$ cat src/rtl/mips_mc_pkg.sv
// mips_mc_pkg: shared states, opcode/funct fields and ALU codes for the multi-cycle MIPS control.
// MC_CTRL_ILLEGAL_TRAP_EN adds the TRAP state.
package mips_mc_pkg;
  typedef enum logic [3:0] {
    S_FETCH, S_DECODE, S_MEMADR, S_MEMRD, S_MEMWB, S_MEMWR,
    S_EXECUTE, S_ALUWB, S_BRANCH, S_ADDIEX, S_ADDIWB, S_JUMP
`ifdef MC_CTRL_ILLEGAL_TRAP_EN
    , S_TRAP
`endif
  } state_e;
  localparam logic [5:0] OP_RTYPE = 6'b000000;
  localparam logic [5:0] OP_LW    = 6'b100011;
  localparam logic [5:0] OP_SW    = 6'b101011;
  localparam logic [5:0] OP_BEQ   = 6'b000100;
  localparam logic [5:0] OP_ADDI  = 6'b001000;
  localparam logic [5:0] OP_J     = 6'b000010;
  localparam logic [5:0] F_ADD = 6'b100000;
  localparam logic [5:0] F_SUB = 6'b100010;
  localparam logic [5:0] F_AND = 6'b100100;
  localparam logic [5:0] F_OR  = 6'b100101;
  localparam logic [5:0] F_SLT = 6'b101010;
  localparam logic [3:0] ALU_AND = 4'b0000;
  localparam logic [3:0] ALU_OR  = 4'b0001;
  localparam logic [3:0] ALU_ADD = 4'b0010;
  localparam logic [3:0] ALU_SUB = 4'b0110;
  localparam logic [3:0] ALU_SLT = 4'b0111;
  localparam logic [1:0] ALUOP_ADD   = 2'b00;
  localparam logic [1:0] ALUOP_SUB   = 2'b01;
  localparam logic [1:0] ALUOP_FUNCT = 2'b10;
  // Idle code: states that do not use the ALU drive ALUControl to 0000
  localparam logic [1:0] ALUOP_NONE  = 2'b11;
  function automatic logic insn_illegal(input logic [5:0] op, input logic [5:0] funct);
    logic op_ok, fn_ok;
    op_ok = op inside {OP_RTYPE, OP_LW, OP_SW, OP_BEQ, OP_ADDI, OP_J};
    fn_ok = funct inside {F_ADD, F_SUB, F_AND, F_OR, F_SLT};
    return !op_ok || (op == OP_RTYPE && !fn_ok);
  endfunction
endpackage

$ cat src/rtl/mips_mc_control_alu_decoder.sv
// alu_decoder: maps the FSM's ALUOp and the instruction Funct field to the ALU control code.
module alu_decoder
  import mips_mc_pkg::*;
(
  input  logic [1:0] alu_op,
  input  logic [5:0] funct,
  output logic [3:0] alu_control
);
  logic [3:0] funct_code;
  always_comb begin
    funct_code = funct == F_ADD ? ALU_ADD :
                 funct == F_SUB ? ALU_SUB :
                 funct == F_OR  ? ALU_OR  :
                 funct == F_SLT ? ALU_SLT : ALU_AND;
    alu_control = alu_op == ALUOP_ADD   ? ALU_ADD :
                  alu_op == ALUOP_SUB   ? ALU_SUB :
                  alu_op == ALUOP_FUNCT ? funct_code : ALU_AND;
  end
endmodule

$ cat src/rtl/mips_mc_control.sv
// mips_mc_control: Moore FSM sequencing multi-cycle MIPS instructions and driving datapath controls.
// MC_CTRL_ILLEGAL_TRAP_EN: illegal instructions lock in TRAP with Illegal=1 until reset.
module mips_mc_control
  import mips_mc_pkg::*;
(
  input  logic       clk,
  input  logic       reset,
  input  logic [5:0] Op,
  input  logic [5:0] Funct,
  input  logic       Zero,
  output logic       IorD,
  output logic       MemWrite,
  output logic       IRWrite,
  output logic       RegDst,
  output logic       MemtoReg,
  output logic       RegWrite,
  output logic       ALUSrcA,
  output logic [1:0] ALUSrcB,
  output logic [1:0] PCSrc,
  output logic [3:0] ALUControl,
  output logic       PCEn,
  output logic       Illegal
);
  state_e state_q, state_d;
  logic [1:0] alu_op;
  logic pc_write, branch, mem_write, ir_write, reg_write, illegal;
  state_e decode_next;
  always_ff @(posedge clk or posedge reset)
    if (reset) state_q <= S_FETCH;
    else state_q <= state_d;
  always_comb begin
    illegal = insn_illegal(Op, Funct);
    decode_next = (Op == OP_LW || Op == OP_SW) ? S_MEMADR :
                  Op == OP_RTYPE ? S_EXECUTE :
                  Op == OP_BEQ   ? S_BRANCH :
                  Op == OP_ADDI  ? S_ADDIEX : S_JUMP;
`ifdef MC_CTRL_ILLEGAL_TRAP_EN
    if (illegal) decode_next = S_TRAP;
`else
    if (illegal) decode_next = S_FETCH;
`endif
    case (state_q)
      S_FETCH:   state_d = S_DECODE;
      S_DECODE:  state_d = decode_next;
      S_MEMADR:  state_d = Op == OP_LW ? S_MEMRD : S_MEMWR;
      S_MEMRD:   state_d = S_MEMWB;
      S_EXECUTE: state_d = S_ALUWB;
      S_ADDIEX:  state_d = S_ADDIWB;
`ifdef MC_CTRL_ILLEGAL_TRAP_EN
      S_TRAP:    state_d = S_TRAP;
`endif
      default:   state_d = S_FETCH;
    endcase
  end
  always_comb begin
    IorD = 1'b0;
    mem_write = 1'b0;
    ir_write = 1'b0;
    RegDst = 1'b0;
    MemtoReg = 1'b0;
    reg_write = 1'b0;
    ALUSrcA = 1'b0;
    ALUSrcB = 2'b00;
    PCSrc = 2'b00;
    pc_write = 1'b0;
    branch = 1'b0;
    alu_op = ALUOP_NONE;
    case (state_q)
      S_FETCH: begin
        ir_write = 1'b1;
        pc_write = 1'b1;
        ALUSrcB = 2'b01;
        alu_op = ALUOP_ADD;
      end
      S_DECODE: begin
        ALUSrcB = 2'b11;
        alu_op = ALUOP_ADD;
      end
      S_MEMADR, S_ADDIEX: begin
        ALUSrcA = 1'b1;
        ALUSrcB = 2'b10;
        alu_op = ALUOP_ADD;
      end
      S_MEMRD: IorD = 1'b1;
      S_MEMWB: begin
        MemtoReg = 1'b1;
        reg_write = 1'b1;
      end
      S_MEMWR: begin
        IorD = 1'b1;
        mem_write = 1'b1;
      end
      S_EXECUTE: begin
        ALUSrcA = 1'b1;
        alu_op = ALUOP_FUNCT;
      end
      S_ALUWB: begin
        RegDst = 1'b1;
        reg_write = 1'b1;
      end
      S_BRANCH: begin
        ALUSrcA = 1'b1;
        PCSrc = 2'b01;
        branch = 1'b1;
        alu_op = ALUOP_SUB;
      end
      S_ADDIWB: reg_write = 1'b1;
      S_JUMP: begin
        PCSrc = 2'b10;
        pc_write = 1'b1;
      end
      default: ;
    endcase
  end
  alu_decoder u_alu_decoder (
    .alu_op(alu_op),
    .funct(Funct),
    .alu_control(ALUControl)
  );
  // Write enables are masked while reset is high so an aborted instruction cannot commit
  assign MemWrite = mem_write & ~reset;
  assign IRWrite = ir_write & ~reset;
  assign RegWrite = reg_write & ~reset;
  assign PCEn = ~reset & (pc_write | (branch & Zero));
`ifdef MC_CTRL_ILLEGAL_TRAP_EN
  assign Illegal = state_q == S_TRAP;
`else
  assign Illegal = 1'b0;
`endif
endmodule

$ cat config.mk
export PLATFORM = sky130hd
export DESIGN_NAME = mips_mc_control
export DESIGN_NICKNAME = d
export VERILOG_FILES = /design/src/rtl/mips_mc_pkg.sv /design/src/rtl/mips_mc_control_alu_decoder.sv /design/src/rtl/mips_mc_control.sv
export SDC_FILE = /design/constraint.sdc
export NUM_CORES = 1
export LEC_CHECK = 0
export CELL_PAD_IN_SITES_DETAIL_PLACEMENT = 1
export CELL_PAD_IN_SITES_GLOBAL_PLACEMENT = 2
export CORE_MARGIN = 5
export CORE_UTILIZATION = 33
export CTS_CLUSTER_DIAMETER = 50
export CTS_CLUSTER_SIZE = 14
export DETAILED_ROUTE_END_ITERATION = 10
export DONT_BUFFER_PORTS = 1
export PLACE_DENSITY = 0.9
export REMOVE_ABC_BUFFERS = 1
export SYNTH_ARGS = -nofsm -noshare
export SYNTH_HDL_FRONTEND = slang
export SYNTH_SLANG_ARGS = --single-unit
$ cat constraint.sdc
create_clock -name clk -period 3 [get_ports clk]
set_input_delay 0.6 -clock clk [delete_from_list [all_inputs] [get_ports clk]]
set_output_delay 0.6 -clock clk [all_outputs]
set_load 0.02 [all_outputs]
# [Word level (Yosys, flattened, before mapping)]
# Cells that the tools add are included.
[totals] latch_bits=0 in_bits=15 mem_bits_ro=0 regBits=4 n_memories=0 ram_bits=0 output_inout_bits=17
[op_classes] shift=0 n_div=0 order_cmp=0 addsub=0 mux=26 n_mul=0 n_reduce_logical=16 n_eq_ne=23 n_bitwise=7
[op_table] op="$eq 6x6->1 const B" n=7
[op_table] op="$mux 4" n=9
[op_table] op="$pmux 4 s6" n=1
[op_table] op="$eq 4x3->1 const B" n=4
[op_table] op="$eq 4x4->1 const B" n=4
[op_table] op="$pmux 2 s3" n=2
[op_table] op="$mux 1" n=9
[op_table] op="$eq 4x2->1 const B" n=2
[op_table] op="$reduce_or 4->1" n=2
[op_table] op="$eq 6x2->1 const B" n=1
[op_table] op="$eq 6x3->1 const B" n=1
[op_table] op="$eq 6x4->1 const B" n=1
[op_table] op="$logic_not 6->1" n=1
[op_table] op="$mux 3" n=2
[op_table] op="$reduce_bool 6->1" n=1
[op_table] op="$reduce_or 2->1" n=3
[op_table] op="$and 1x1->1" n=5
[op_table] op="$reduce_bool 5->1" n=1
[op_table] op="$eq 4x1->1 const B" n=1
[op_table] op="$logic_not 4->1" n=1
[op_table] op="$mux 2" n=2
[op_table] op="$pmux 2 s2" n=1
[op_table] op="$reduce_or 3->1" n=1
[op_table] op="$eq 2x1->1 const B" n=1
[op_table] op="7 further kinds" n=9

# [Depth between registers and ports, before layout]
# Gate-level depths: netlist of the first run.
[depth] ltp_word=8 ltp_mapped=5 ltp_nobuf=4

# [By module]
# A second synthesis of the first run with hierarchy kept.
[unflattened] cells_unflattened=83 hier_area_um2=619.3
[modules_own_cells] module="mips_mc_control" seq_area_each_um2=100.1 instances=1 area_per_inst_um2=530.5 cells_per_inst=71
[modules_own_cells] module="alu_decoder" seq_area_each_um2=0.0 instances=1 area_per_inst_um2=88.8 cells_per_inst=12

# [Least setup slack after synthesis of the first run]
# OpenSTA, ideal clock, no wires.
[synth_path] path_kind="reg-to-output" startpoint="register state_q[3]" endpoint="output RegWrite" arrival_time_ns=1.582 t_required_ns=2.400 path_slack_ns=0.818 path_stages_with_launch=5 cell_sequence="dfrtp_1 > nand2b_2 > nor3_1 > a21oi_1 > nor2_1"
[synth_via] elab_chain_len=4 elab_cells_between_ends=6 classes_between="3 x eq/ne; 1 x mux; 1 x bitwise; 1 x reduce/logical"
[synth_rtl] element="start: declaration" line="mips_mc_control.sv:24" text="state_e state_q, state_d;"
[synth_rtl] element="start signal: assignment" line="mips_mc_control.sv:30" text="else state_q <= state_d;"
[synth_rtl] element="$eq 4x4->1 or $eq 4x3->1 (tied branches)" line="mips_mc_control.sv:68" text="case (state_q)"
[synth_rtl] element="$reduce_or 3->1 (no line) *"
[synth_rtl] element="$mux 1 *" line="mips_mc_control.sv:68"
[synth_rtl] element="$and 1x1->1 *" line="mips_mc_control.sv:123" text="assign RegWrite = reg_write & ~reset;"
[synth_rtl] element="end: declaration" line="mips_mc_control.sv:16" text="output logic RegWrite,"
# Every way passes the cells marked *; elsewhere a longest branch is shown, timed or not.

# [Final worst setup path of the first run]
[layout_path] startpoint="register state_q[2]" endpoint="output PCEn"
[layout_via] elab_chain_len=5 elab_cells_between_ends=9 classes_between="2 x eq/ne; 2 x mux; 3 x bitwise; 2 x reduce/logical"
[layout_rtl] element="$eq 4x4->1 or $logic_not 4->1 (tied branches)" line="mips_mc_control.sv:68"
[layout_rtl] element="$reduce_or 2->1 (no line) or $mux 1 (tied branches)"
[layout_rtl] element="$mux 1 or $and 1x1->1 (tied branches)" line="mips_mc_control.sv:68, mips_mc_control.sv:124"
[layout_rtl] element="$or 1x1->1 *" line="mips_mc_control.sv:124" text="assign PCEn = ~reset & (pc_write | (branch & Zero));"
[layout_rtl] element="$and 1x1->1 *" line="mips_mc_control.sv:124"
[layout_rtl] element="end: declaration" line="mips_mc_control.sv:21" text="output logic PCEn,"
# Marks and branches as above.

==> results of run 1 <==
## cells in the final DEF, fill, tap and decap left out, types with 2 or more instances in the layout
cell type                  count
sky130_fd_sc_hd__nand2b_1      3
sky130_fd_sc_hd__dfrtp_1       4
sky130_fd_sc_hd__clkbuf_4      3
sky130_fd_sc_hd__o221ai_2      2
sky130_fd_sc_hd__nand4_1       2
sky130_fd_sc_hd__nor3b_1       2
sky130_fd_sc_hd__nor3_2        2
sky130_fd_sc_hd__nor2_1       10
sky130_fd_sc_hd__conb_1        2
sky130_fd_sc_hd__a21oi_1       5
sky130_fd_sc_hd__o21ai_0       3
sky130_fd_sc_hd__inv_1         2
sky130_fd_sc_hd__buf_4         2
sky130_fd_sc_hd__nor2b_1       2
sky130_fd_sc_hd__nor3_1        5
sky130_fd_sc_hd__mux2i_1       2
sky130_fd_sc_hd__nor4_1        2
sky130_fd_sc_hd__nand2_1       7
## cells in the mapped netlist (all sizes together)
cell / count / share of area
nor2: 10 / 0.064
nand2: 7 / 0.045
nor3: 7 / 0.077
buf: 6 / 0.075
a21oi: 5 / 0.043
dfrtp: 4 / 0.17
nand2b: 4 / 0.047
o21ai: 4 / 0.034
nor4: 3 / 0.058
inv: 2 / 0.013
mux2i: 2 / 0.034
nand4: 2 / 0.021
nor2b: 2 / 0.021
nor3b: 2 / 0.026
o221ai: 2 / 0.051
or4: 2 / 0.032
a211oi: 1 / 0.021
a31oi: 1 / 0.011
and3: 1 / 0.011
conb: 1 / 0.0064
maj3: 1 / 0.019
nand3: 1 / 0.0085
nand3b: 1 / 0.013
nor4bb: 1 / 0.017
o21a: 1 / 0.013
o21bai: 1 / 0.013
o22ai: 1 / 0.011
o32a: 1 / 0.017
xnor2: 1 / 0.015
xor2: 1 / 0.015
## per-stage QoR
step / util / instance area [µm²]
2_1_floorplan: - / 547
3_3_place_gp: 0.347 / 593
3_5_place_dp: 0.347 / 593
4_1_cts: 0.360 / 616
5_1_grt: 0.360 / 616
6_report: 0.360 / 616
## worst min-delay path by stage
stage | from | end | slack [ps]
after detailed placement | reset | state_q[2] | 380
after global routing | reset | state_q[0] | 140
final | reset | state_q[3] | 140
after floorplan | reset | state_q[0] | 370
after CTS | reset | state_q[2] | 140
after global placement | reset | state_q[3] | 370
## layout make-up
class                      count  area, µm²
clock buffer                   3       22.5
fill                         228       1090
inverter                       2       7.51
multi-input combinational     67        439
sequential                     4        100
tap                           25       31.3
timing repair buffer           2       15.0
## worst max-delay path, stage by stage, from the launching register on
cell                       delay, ps
sky130_fd_sc_hd__dfrtp_1         530
sky130_fd_sc_hd__nand2b_1        360
sky130_fd_sc_hd__nor3_2          390
sky130_fd_sc_hd__a21oi_1         130
sky130_fd_sc_hd__a21oi_1         420
## power by group
part           internal (mW)  switching, mW
Clock                 0.0447         0.0210
Combinational         0.0655          0.146
Sequential            0.0685         0.0536
Total                  0.179          0.221
## cells by family after synthesis
| group | count (synthesis) | synth area share |
|---|---|---|
| simple gates | 43 | 0.439 |
| compound gates | 17 | 0.213 |
| buf+inv | 8 | 0.0874 |
| flops | 4 | 0.171 |
| xor+xnor | 2 | 0.0299 |
| mux | 2 | 0.0341 |
| fa+ha+maj | 1 | 0.0192 |
| other cells | 1 | 0.00639 |
## layer usage
metal	global-route usage	up-vias	part of all wire	wire length (µm)
met3	0.0513	2	0.083	135
met5	0	-	0	0
met2	0.234	23	0.50	817
met1	0.138	279	0.40	657
met4	0.0638	0	0.010	17
li1	-	283	-	-
==> metrics list, run 1 <==
* Total global routing overflow: 0
- The worst setup path is launched from a flop.
- Max-slew headroom at the worst pin: 0.545
* PnR worst setup slack: 338 ps
- The core region is 1710 µm².
* Crit-path max FO: 12
- Min Clock Period, post-route: 2660 ps
* Number of max-capacitance violations reported: 0
* Launch point of the worst path: state_q[2]
- During placement, the flow inserted port buffers numbering 0.
- Reg2reg setup slack: 1410 ps
- Via count of the first global-routing pass: 614
- CTS H-tree depth: 1
- In this run the horizontal extent of the chip is 52.2 µm.
- Global-route total usage across every layer: 0.133
- From synthesis to final layout, the design area changed by 4.90%.
- For this block, the initial DRC count from the detailed router was 5.
- Clock latency of the later-clocked register in the worst-skew pair: 230 ps
- The worst-case IR drop observed on VDD is 0.000174 V.
- Data arrival time at the worst-slack endpoint: 2060 ps
- Capture point of the worst reg-to-reg path: state_q[0]
- Adding up every negative setup slack in the final design gives 0 ps.
- 32 I/O pins were placed.
- On the final layout, the worst hold slack is 137 ps.
* Non-filler cells, final: 103
- Largest reg by FF count: state_q
- Based on the critical path, the design can be clocked at up to 0.376 GHz.
- Summing every instance area after synthesis gives 587 µm².
* Worst Clk Skew: 1.55 ps
- The first global-routing pass estimated 2730 µm of wire.
* Antenna violation net count after detailed routing: 0
* Termination of the worst setup path: PCEn
* Clk sink count: 4
- From bottom edge to top edge, the die measures 52.2 µm.
- The critical path is of the reg2out type.
- Number of synthesis warnings: 0
- Share of cells above drive strength 1: 0.179
* Mapped Cells: 78
- Areal power density over the cells: 649 nW/µm²
- Number of rows created at floorplan: 15
- Die Area: 2720 µm²
- Setup repair after global routing left no endpoint under its margin.
* Clock tree buffer depth: 2
- Number of remaining DRC errors: 0
- Category of the worst setup path capture point: primary output
* Critical path required time: 2400 ps
- Detailed Route WL: 1630 µm
- Final hold violations: 0
- For this run, the register share of the synthesized area comes to 0.171.
- The first TritonRoute pass finished after 4 iterations.
* Count of cell types in the netlist: 37
* Largest registers ranked by flip-flop count: state_q (4)
- Final Max Tran Viols: 0
- The number of gates resized after CTS was 0.
- Worst-case setup slack after placement: 592 ps
- Dividing the detail-routed wire length by the instance count gives 15.8 µm.
- The run finished with clean final reports.
* FF-to-FF path depth: 4
- CTS Root Cell: sky130_fd_sc_hd__clkbuf_4
- Number of diodes added for antenna fixing: 0
* Setup Viol. Count Final: 0
* Hold-fix buffers at CTS: 0
- Total vias in the final route: 587
- Entering global routing, the biggest net connects 17 pins.
* Starting density of the core: 0.344
- The worst register-to-register path begins at state_q[1].
- Average size of a mapped cell: 7.52 µm²
* Post-synthesis register bit count: 4
* Number of buffers added by the clock tree synthesis step: 3
- Avg Vias per Cell: 5.70
- Routability congestion estimate: 0.733
- Static leakage power: 0.212 nW
- The register with the most flip-flops in the layout has 4 of them.
- Clock-pin transition on the worst setup and hold timing paths: 40 ps
- Total power consumption of the routed design: 0.400 mW
* Placed insts: 100
* Initial antenna violation count: 0
- TritonCTS built the clock tree.
- Post-detail-place hpwl: 1300 µm
- The tightest min-delay check is of the in2async type.
- Slew @ Worst Pin: 681 ps
- Of the available clock period, the critical path in the final layout requires 0.887.
- Buffers inserted during post-CTS setup optimization: 0
- After the last flow step, the layout net total stands at 95.
(Power assumes the default switching activity.)
==> run 2: changes to the inputs <==
--- a/config.mk
+++ b/config.mk
@@ -15,6 +15,7 @@
 export DONT_BUFFER_PORTS = 1
 export PLACE_DENSITY = 0.9
 export REMOVE_ABC_BUFFERS = 1
+export SLEW_MARGIN = 20
 export SYNTH_ARGS = -nofsm -noshare
 export SYNTH_HDL_FRONTEND = slang
 export SYNTH_SLANG_ARGS = --single-unit
==> results of run 2 <==
No change in the layout: final DEF, timing and power equal those of run 1.
